$ cat src/rtl/alu_pkg.sv
// Shared opcode, FSM state and flag definitions for the multicycle ALU.
package alu_pkg;

  localparam logic [3:0] OP_ADD  = 4'b0000;
  localparam logic [3:0] OP_SUB  = 4'b0001;
  localparam logic [3:0] OP_MUL  = 4'b0010;
  localparam logic [3:0] OP_UDIV = 4'b0011;
  localparam logic [3:0] OP_AND  = 4'b0100;
  localparam logic [3:0] OP_SDIV = 4'b0101;
  localparam logic [3:0] OP_OR   = 4'b0110;
  localparam logic [3:0] OP_XOR  = 4'b0111;
  localparam logic [3:0] OP_NOT  = 4'b1000;
  localparam logic [3:0] OP_LSL  = 4'b1001;
  localparam logic [3:0] OP_LSR  = 4'b1010;
  localparam logic [3:0] OP_ASR  = 4'b1011;

  localparam int FLAG_N = 3;
  localparam int FLAG_Z = 2;
  localparam int FLAG_C = 1;
  localparam int FLAG_V = 0;

  typedef enum logic [2:0] {
    S_IDLE,
    S_MUL,
    S_DIV,
    S_FIX,
    S_DONE
  } state_e;

endpackage

$ cat src/rtl/div_step.sv
// One restoring-division iteration: shift in a dividend bit,
// trial-subtract the divisor, restore on underflow.
module div_step #(
  parameter int WIDTH = 32
) (
  input  logic [WIDTH-1:0] rem_i,
  input  logic [WIDTH-1:0] quo_i,
  input  logic [WIDTH-1:0] dvs_i,
  output logic [WIDTH-1:0] rem_o,
  output logic [WIDTH-1:0] quo_o
);

  logic [WIDTH:0] sh;
  logic [WIDTH:0] diff;
  logic           qbit;

  // One extra bit keeps the shifted remainder from overflowing.
  assign sh    = {rem_i, quo_i[WIDTH-1]};
  assign diff  = sh - {1'b0, dvs_i};
  assign qbit  = ~diff[WIDTH];
  assign rem_o = qbit ? diff[WIDTH-1:0] : sh[WIDTH-1:0];
  assign quo_o = {quo_i[WIDTH-2:0], qbit};

endmodule

$ cat src/rtl/alu_multicycle.sv
// Multicycle ALU: single-cycle logic/arith, shift-add multiply,
// restoring signed/unsigned divide, valid/ready on both sides.
module alu_multicycle
  import alu_pkg::*;
#(
  parameter int WIDTH = 32,
  parameter int SHW   = $clog2(WIDTH)
) (
  input  logic             clk,
  input  logic             reset,
  input  logic             in_valid,
  output logic             in_ready,
  input  logic [3:0]       op,
  input  logic [WIDTH-1:0] a,
  input  logic [WIDTH-1:0] b,
  output logic             out_valid,
  input  logic             out_ready,
  output logic [WIDTH-1:0] result,
  output logic [WIDTH-1:0] remainder,
  output logic [3:0]       flags,
  output logic             div_by_zero
);

  localparam int MSB = WIDTH - 1;
  localparam int CW  = SHW + 1;
  localparam logic [CW-1:0]    CNT_INIT = CW'(WIDTH);
  localparam logic [CW-1:0]    CNT_ONE  = CW'(1);
  localparam logic [WIDTH:0]   ONE_W    = {{WIDTH{1'b0}}, 1'b1};
  localparam logic [WIDTH-1:0] MIN_NEG  = {1'b1, {MSB{1'b0}}};

  state_e           state_q, state_d;
  logic             go_q, go_d;
  logic [3:0]       op_q;
  logic [WIDTH-1:0] a_q, b_q;
  logic [WIDTH-1:0] acc_q, acc_d;
  logic [WIDTH-1:0] quo_q, quo_d;
  logic [WIDTH-1:0] dvs_q, dvs_d;
  logic [CW-1:0]    cnt_q, cnt_d;
  logic [WIDTH-1:0] res_q, res_d;
  logic [WIDTH-1:0] rem_q, rem_d;
  logic [3:0]       flg_q, flg_d;
  logic             dbz_q, dbz_d;

  logic             accept;
  logic [WIDTH:0]   sum_w;
  logic [WIDTH-1:0] s_res;
  logic             s_c, s_v;
  logic [SHW-1:0]   sh;
  logic             is_mul, is_div, is_sdiv;
  logic             a_neg, b_neg, ovf;
  logic [WIDTH-1:0] a_mag, b_mag, q_fix, r_fix;
  logic [WIDTH-1:0] mul_acc, st_rem, st_quo;

  function automatic logic [3:0] mk_flags(
    input logic [WIDTH-1:0] r,
    input logic             c,
    input logic             v
  );
    logic [3:0] f;
    f         = '0;
    f[FLAG_N] = r[MSB];
    f[FLAG_Z] = ~|r;
    f[FLAG_C] = c;
    f[FLAG_V] = v;
    return f;
  endfunction

  // go_q marks the operand-capture cycle before work starts.
  assign in_ready  = reset & (state_q == S_IDLE) & ~go_q;
  assign accept    = in_valid & in_ready;
  assign out_valid = (state_q == S_DONE);
  assign result    = res_q;
  assign remainder = rem_q;
  assign flags     = flg_q;
  assign div_by_zero = dbz_q;

  assign sh      = b_q[SHW-1:0];
  assign is_mul  = (op_q == OP_MUL);
  assign is_sdiv = (op_q == OP_SDIV);
  assign is_div  = (op_q == OP_UDIV) | is_sdiv;
  assign a_neg   = is_sdiv & a_q[MSB];
  assign b_neg   = is_sdiv & b_q[MSB];
  assign a_mag   = a_neg ? -a_q : a_q;
  assign b_mag   = b_neg ? -b_q : b_q;
  assign q_fix   = (a_neg ^ b_neg) ? -quo_q : quo_q;
  assign r_fix   = a_neg ? -acc_q : acc_q;
  assign ovf     = is_sdiv & (a_q == MIN_NEG) & (&b_q);
  assign mul_acc = quo_q[0] ? acc_q + dvs_q : acc_q;

  div_step #(.WIDTH(WIDTH)) u_div_step (
    .rem_i (acc_q),
    .quo_i (quo_q),
    .dvs_i (dvs_q),
    .rem_o (st_rem),
    .quo_o (st_quo)
  );

  always_comb begin
    sum_w = '0;
    s_res = '0;
    s_c   = 1'b0;
    s_v   = 1'b0;
    case (op_q)
      OP_ADD: begin
        sum_w = {1'b0, a_q} + {1'b0, b_q};
        s_res = sum_w[MSB:0];
        s_c   = sum_w[WIDTH];
        s_v   = (a_q[MSB] == b_q[MSB]) & (s_res[MSB] != a_q[MSB]);
      end
      OP_SUB: begin
        sum_w = {1'b0, a_q} + {1'b0, ~b_q} + ONE_W;
        s_res = sum_w[MSB:0];
        s_c   = sum_w[WIDTH];
        s_v   = (a_q[MSB] != b_q[MSB]) & (s_res[MSB] != a_q[MSB]);
      end
      OP_AND: s_res = a_q & b_q;
      OP_OR:  s_res = a_q | b_q;
      OP_XOR: s_res = a_q ^ b_q;
      OP_NOT: s_res = ~a_q;
      OP_LSL: s_res = a_q << sh;
      OP_LSR: s_res = a_q >> sh;
      OP_ASR: s_res = $unsigned($signed(a_q) >>> sh);
      default: s_res = '0;
    endcase
  end

  always_comb begin
    state_d = state_q;
    go_d    = go_q;
    acc_d   = acc_q;
    quo_d   = quo_q;
    dvs_d   = dvs_q;
    cnt_d   = cnt_q;
    res_d   = res_q;
    rem_d   = rem_q;
    flg_d   = flg_q;
    dbz_d   = dbz_q;
    unique case (state_q)
      S_IDLE: begin
        if (go_q) begin
          go_d  = 1'b0;
          cnt_d = CNT_INIT;
          acc_d = '0;
          if (is_mul) begin
            quo_d   = b_q;
            dvs_d   = a_q;
            state_d = S_MUL;
          end else if (is_div) begin
            quo_d   = a_mag;
            dvs_d   = b_mag;
            state_d = S_DIV;
          end else begin
            res_d   = s_res;
            rem_d   = '0;
            flg_d   = mk_flags(s_res, s_c, s_v);
            dbz_d   = 1'b0;
            state_d = S_DONE;
          end
        end else if (accept) begin
          go_d = 1'b1;
        end
      end
      S_MUL: begin
        acc_d = mul_acc;
        dvs_d = dvs_q << 1;
        quo_d = quo_q >> 1;
        cnt_d = cnt_q - CNT_ONE;
        if (cnt_q == CNT_ONE) begin
          res_d   = mul_acc;
          rem_d   = '0;
          flg_d   = mk_flags(mul_acc, 1'b0, 1'b0);
          dbz_d   = 1'b0;
          state_d = S_DONE;
        end
      end
      S_DIV: begin
        acc_d = st_rem;
        quo_d = st_quo;
        cnt_d = cnt_q - CNT_ONE;
        if (cnt_q == CNT_ONE) state_d = S_FIX;
      end
      S_FIX: begin
        state_d = S_DONE;
        if (b_q == '0) begin
          res_d = '0;
          rem_d = a_q;
          flg_d = mk_flags('0, 1'b0, 1'b0);
          dbz_d = 1'b1;
        end else begin
          res_d = q_fix;
          rem_d = r_fix;
          flg_d = mk_flags(q_fix, 1'b0, ovf);
          dbz_d = 1'b0;
        end
      end
      S_DONE: begin
        if (out_ready) state_d = S_IDLE;
      end
      default: state_d = S_IDLE;
    endcase
  end

  always_ff @(posedge clk or negedge reset) begin
    if (!reset) begin
      state_q <= S_IDLE;
      go_q    <= 1'b0;
      op_q    <= '0;
      a_q     <= '0;
      b_q     <= '0;
      acc_q   <= '0;
      quo_q   <= '0;
      dvs_q   <= '0;
      cnt_q   <= '0;
      res_q   <= '0;
      rem_q   <= '0;
      flg_q   <= '0;
      dbz_q   <= 1'b0;
    end else begin
      state_q <= state_d;
      go_q    <= go_d;
      acc_q   <= acc_d;
      quo_q   <= quo_d;
      dvs_q   <= dvs_d;
      cnt_q   <= cnt_d;
      res_q   <= res_d;
      rem_q   <= rem_d;
      flg_q   <= flg_d;
      dbz_q   <= dbz_d;
      if (accept) begin
        op_q <= op;
        a_q  <= a;
        b_q  <= b;
      end
    end
  end

endmodule

$ cat config.mk
export PLATFORM = sky130hd
export DESIGN_NAME = alu_multicycle
export DESIGN_NICKNAME = d
export VERILOG_FILES = /design/src/rtl/alu_pkg.sv /design/src/rtl/div_step.sv /design/src/rtl/alu_multicycle.sv
export SDC_FILE = /design/constraint.sdc
export NUM_CORES = 1
export LEC_CHECK = 0
export BUFFER_PORTS_ARGS = -buffer_cell sky130_fd_sc_hd__buf_4
export CAP_MARGIN = 20
export CORE_MARGIN = 4
export CORE_UTILIZATION = 30
export CTS_BUF_LIST = sky130_fd_sc_hd__clkbuf_8
export DETAILED_ROUTE_END_ITERATION = 6
export PLACE_DENSITY_LB_ADDON = 0.05
export SLEW_MARGIN = 15
export SYNTH_ARGS = -nofsm -noshare
export SYNTH_HDL_FRONTEND = slang
export SYNTH_HIERARCHICAL = 1
export SYNTH_SLANG_ARGS = --single-unit
export TNS_END_PERCENT = 20
$ cat constraint.sdc
create_clock -name clk -period 5.7 [get_ports clk]
set_input_delay 1.14 -clock clk [delete_from_list [all_inputs] [get_ports clk]]
set_output_delay 1.14 -clock clk [all_outputs]
set_load 0.05 [all_outputs]
==> flow_summary.yaml <==
global_route:
  grt_pass1_vias: 31000
  gr-total-overflow: 0
  antenna_found_initial: 4
  grt_pass1_wl_um: 238000
  grt_usage_pct: 31.6
  grt_max_degree: 102
cells_and_area:
  multi_input_area_um2: 21400
  regArea_um2: 6070
  drive_gt1_share_pct: 16.6
  fin_nets: 4064
  postLayoutCellArea_um2: 33200
  fillCellCount: 10500
  area_growth_pct: 12.3
route:
  drt_iter0_drc: 3783
  drc: 0
  ant_nets: 0
  vias_per_cell: 6.25
  wl_per_cell_um: 32.9
  vias: 32100
  finalWirelength_um: 169000
  firstDrtPassIters: 6
yosys:
  yosysTopAreaCellShare_pct: 20.5
  synth_edf_count: 0
  yosys_warnings: 6
  synth.area.top_cells: "dfrtp_1 (20%), ha_1 (7.1%), nand2_1 (5.1%)"
  syn_area_per_cell_um2: 7.80
  synthArstFlopShare_pct: 100
  netlist_area_um2: 29600
  synth_fp_nets: 4039
  synth_largest_area_cell: "dfrtp_1"
  yosysSeqAreaShare_pct: 20.5
  ys.flop_type: "dfrtp_1"
  synth_seq_cells: 242
  synth.distinct_cells: 111
  syn_inst: 3796
setup_path:
  timing.critical_path.to_type: "flop"
  required_ns: 6.35
  path_max_fanout: 14
  cp.arrival_ns: 5.92
  reg2reg_slack_ns: 0.43
  critical_path_class: "flop to flop"
  r2r_end: "flags[2]$_DFFE_PN0P_"
  cp-start-kind: "flop"
  r2r-start: "op_q[3]$_DFFE_PN0P_"
  worst_r2r_path_depth: 12
clock_tree:
  clock-sinks: 242
  clk_latency_ns: 0.76
  ctsHoldBuffers: 0
  htreeDepth: 2
  cts_root_buffer: "clkbuf_8"
  clockBufferDepth: 3
  postCtsSetupBuffers: 0
  clk_pin_slew_worst_paths_ns: 0.06
  cts_tree: "built"
  cts_made_buffers: 53
  cts_resized: 0
job:
  maxCapViolations: 0
timing:
  hold_viol_final: 0
  fin_crit_ns: 5.27
  rsz0062_at_grt: "no"
  fmax_mhz: 190
  fin_crit_sh_pct: 92.5
  slew_headroom_pct: 18.9
  finClkSkew_ns: 0.0602
  setup_viol: 0
  finalSetupTns_ns: 0
  hold_slack_ns: 0.247
  slew_viol_final: 0
  tightest_slew_ns: 1.19
die:
  die_y_um: 322
  start_util_pct: 30.4
  core_area_um2: 97300
  die_area_um2: 104000
  rows: 114
  io-pin-count: 143
  die_x_um: 322
place:
  port_buffers: 142
  gp_congestion: 1.04
  postPlaceCellArea_um2: 32100
  dp_hpwl_um: 129000
status:
  outcome: "complete, no violations"
min_path:
  hold_path.class: "input pin to asynchronous set/reset pin"
==> cell usage in the layout, fill, tap and decap left out, types with 49 or more instances in the layout <==
master    instances
a211oi_1         88
buf_4           306
inv_1           172
dfrtp_1         235
o21ai_0         278
nor2_1          333
xor2_1           49
nand4_1          50
a21oi_1         253
nand3_1          71
xnor2_1         125
mux2_2          107
nor3_1           82
nand2_1         398
ha_1            167
a31oi_1          49
mux2i_1         101
clkbuf_8         67
==> Yosys cell counts, drive strengths merged (23+ instances only) <==
master,instances
nand2,401
nor2,336
o21ai,295
a21oi,254
dfrtp,242
clkbuf,221
ha,167
inv,164
mux2,127
xnor2,125
buf,121
mux2i,102
a211oi,89
nor3,82
nand3,71
mux4,56
nand4,50
a21o,49
a31oi,49
xor2,49
a221oi,47
a22oi,47
o22ai,42
nor4,39
o31ai,38
and3,36
nor2b,35
nand2b,32
o211ai,29
o21a,28
a221o,27
or3,25
and2,23
==> metrics by stage <==
stage / util, % / setup WS (ns) / std cells
2_1_floorplan: - / 1.37 / 3796
3_3_place_gp: 33.0 / 0.835 / 5042
3_5_place_dp: 33.0 / 0.707 / 5042
4_1_cts: 34.1 / 0.670 / 5133
5_1_grt: 34.2 / 0.522 / 5134
6_report: 34.2 / 0.426 / 5137
==> registers in the layout (all words and copies together), names as in the netlist <==
register and count:
cnt_q 6, op_q 4, flags 3, quo_q 32, div_by_zero 1, a_q 32
b_q 32, go_q 1, remainder 32, result 32, acc_q 32, dvs_q 32
state_q 3
==> logic make-up (layout without fill, tap and decap cells) <==
group           count (synthesis)  after routing  synth area share, %
compound gates               1210           1210                 27.3
xor+xnor                      174            174                 5.15
fa+ha+maj                     171            171                 7.33
buf+inv                       509            570                 7.69
flops                         242            242                 20.5
mux                           285            285                 13.0
other cells                     0              4                    0
simple gates                 1205           1205                 19.1
==> layer usage <==
metal / share of wire, % / global-route usage [%] / up-vias
li1: - / - / 14100
met1: 42 / 41.5 / 16000
met2: 45 / 50.6 / 1613
met3: 7.2 / 4.59 / 383
met4: 6.2 / 16.3 / 0
met5: 0 / 0 / -
==> how the worst max path moves through the flow <==
stage                        startpoint              endpoint  depth (start not counted)
floorplan            b_q[2]$_DFFE_PN0P_  flags[2]$_DFFE_PN0P_                         20
global placement     b_q[1]$_DFFE_PN0P_  flags[2]$_DFFE_PN0P_                         13
detailed placement   b_q[2]$_DFFE_PN0P_  flags[2]$_DFFE_PN0P_                         13
CTS                 op_q[0]$_DFFE_PN0P_  flags[2]$_DFFE_PN0P_                         13
global route         b_q[2]$_DFFE_PN0P_  flags[2]$_DFFE_PN0P_                         13
finish              op_q[3]$_DFFE_PN0P_  flags[2]$_DFFE_PN0P_                         12
==> layout make-up <==
cell class	count	share of cell area, %
multi-input cells	3045	64.3
flip-flops and latches	242	18.3
repair buffers	313	7.32
well taps	1276	4.80
clock buffers	67	2.78
inverters	166	1.90
clock inverters	24	0.625
diodes	4	0.0301
==> critical path: stages (launching register included) <==
cell and delay [ns]:
dfrtp_1 0.84, buf_4 0.30, nand3b_1 0.49, o22a_1 0.30
o32ai_1 0.11, a2111oi_0 0.93, o221ai_1 0.64, nor4_2 0.42
nand4_1 0.22, nor4_2 0.31, nand4_1 0.17, nor4_1 0.30
nand3b_1 0.16
Power is left out: the tool's default activity adds up to more than one toggle a clock period on the data nets, which glitch-free logic cannot reach.
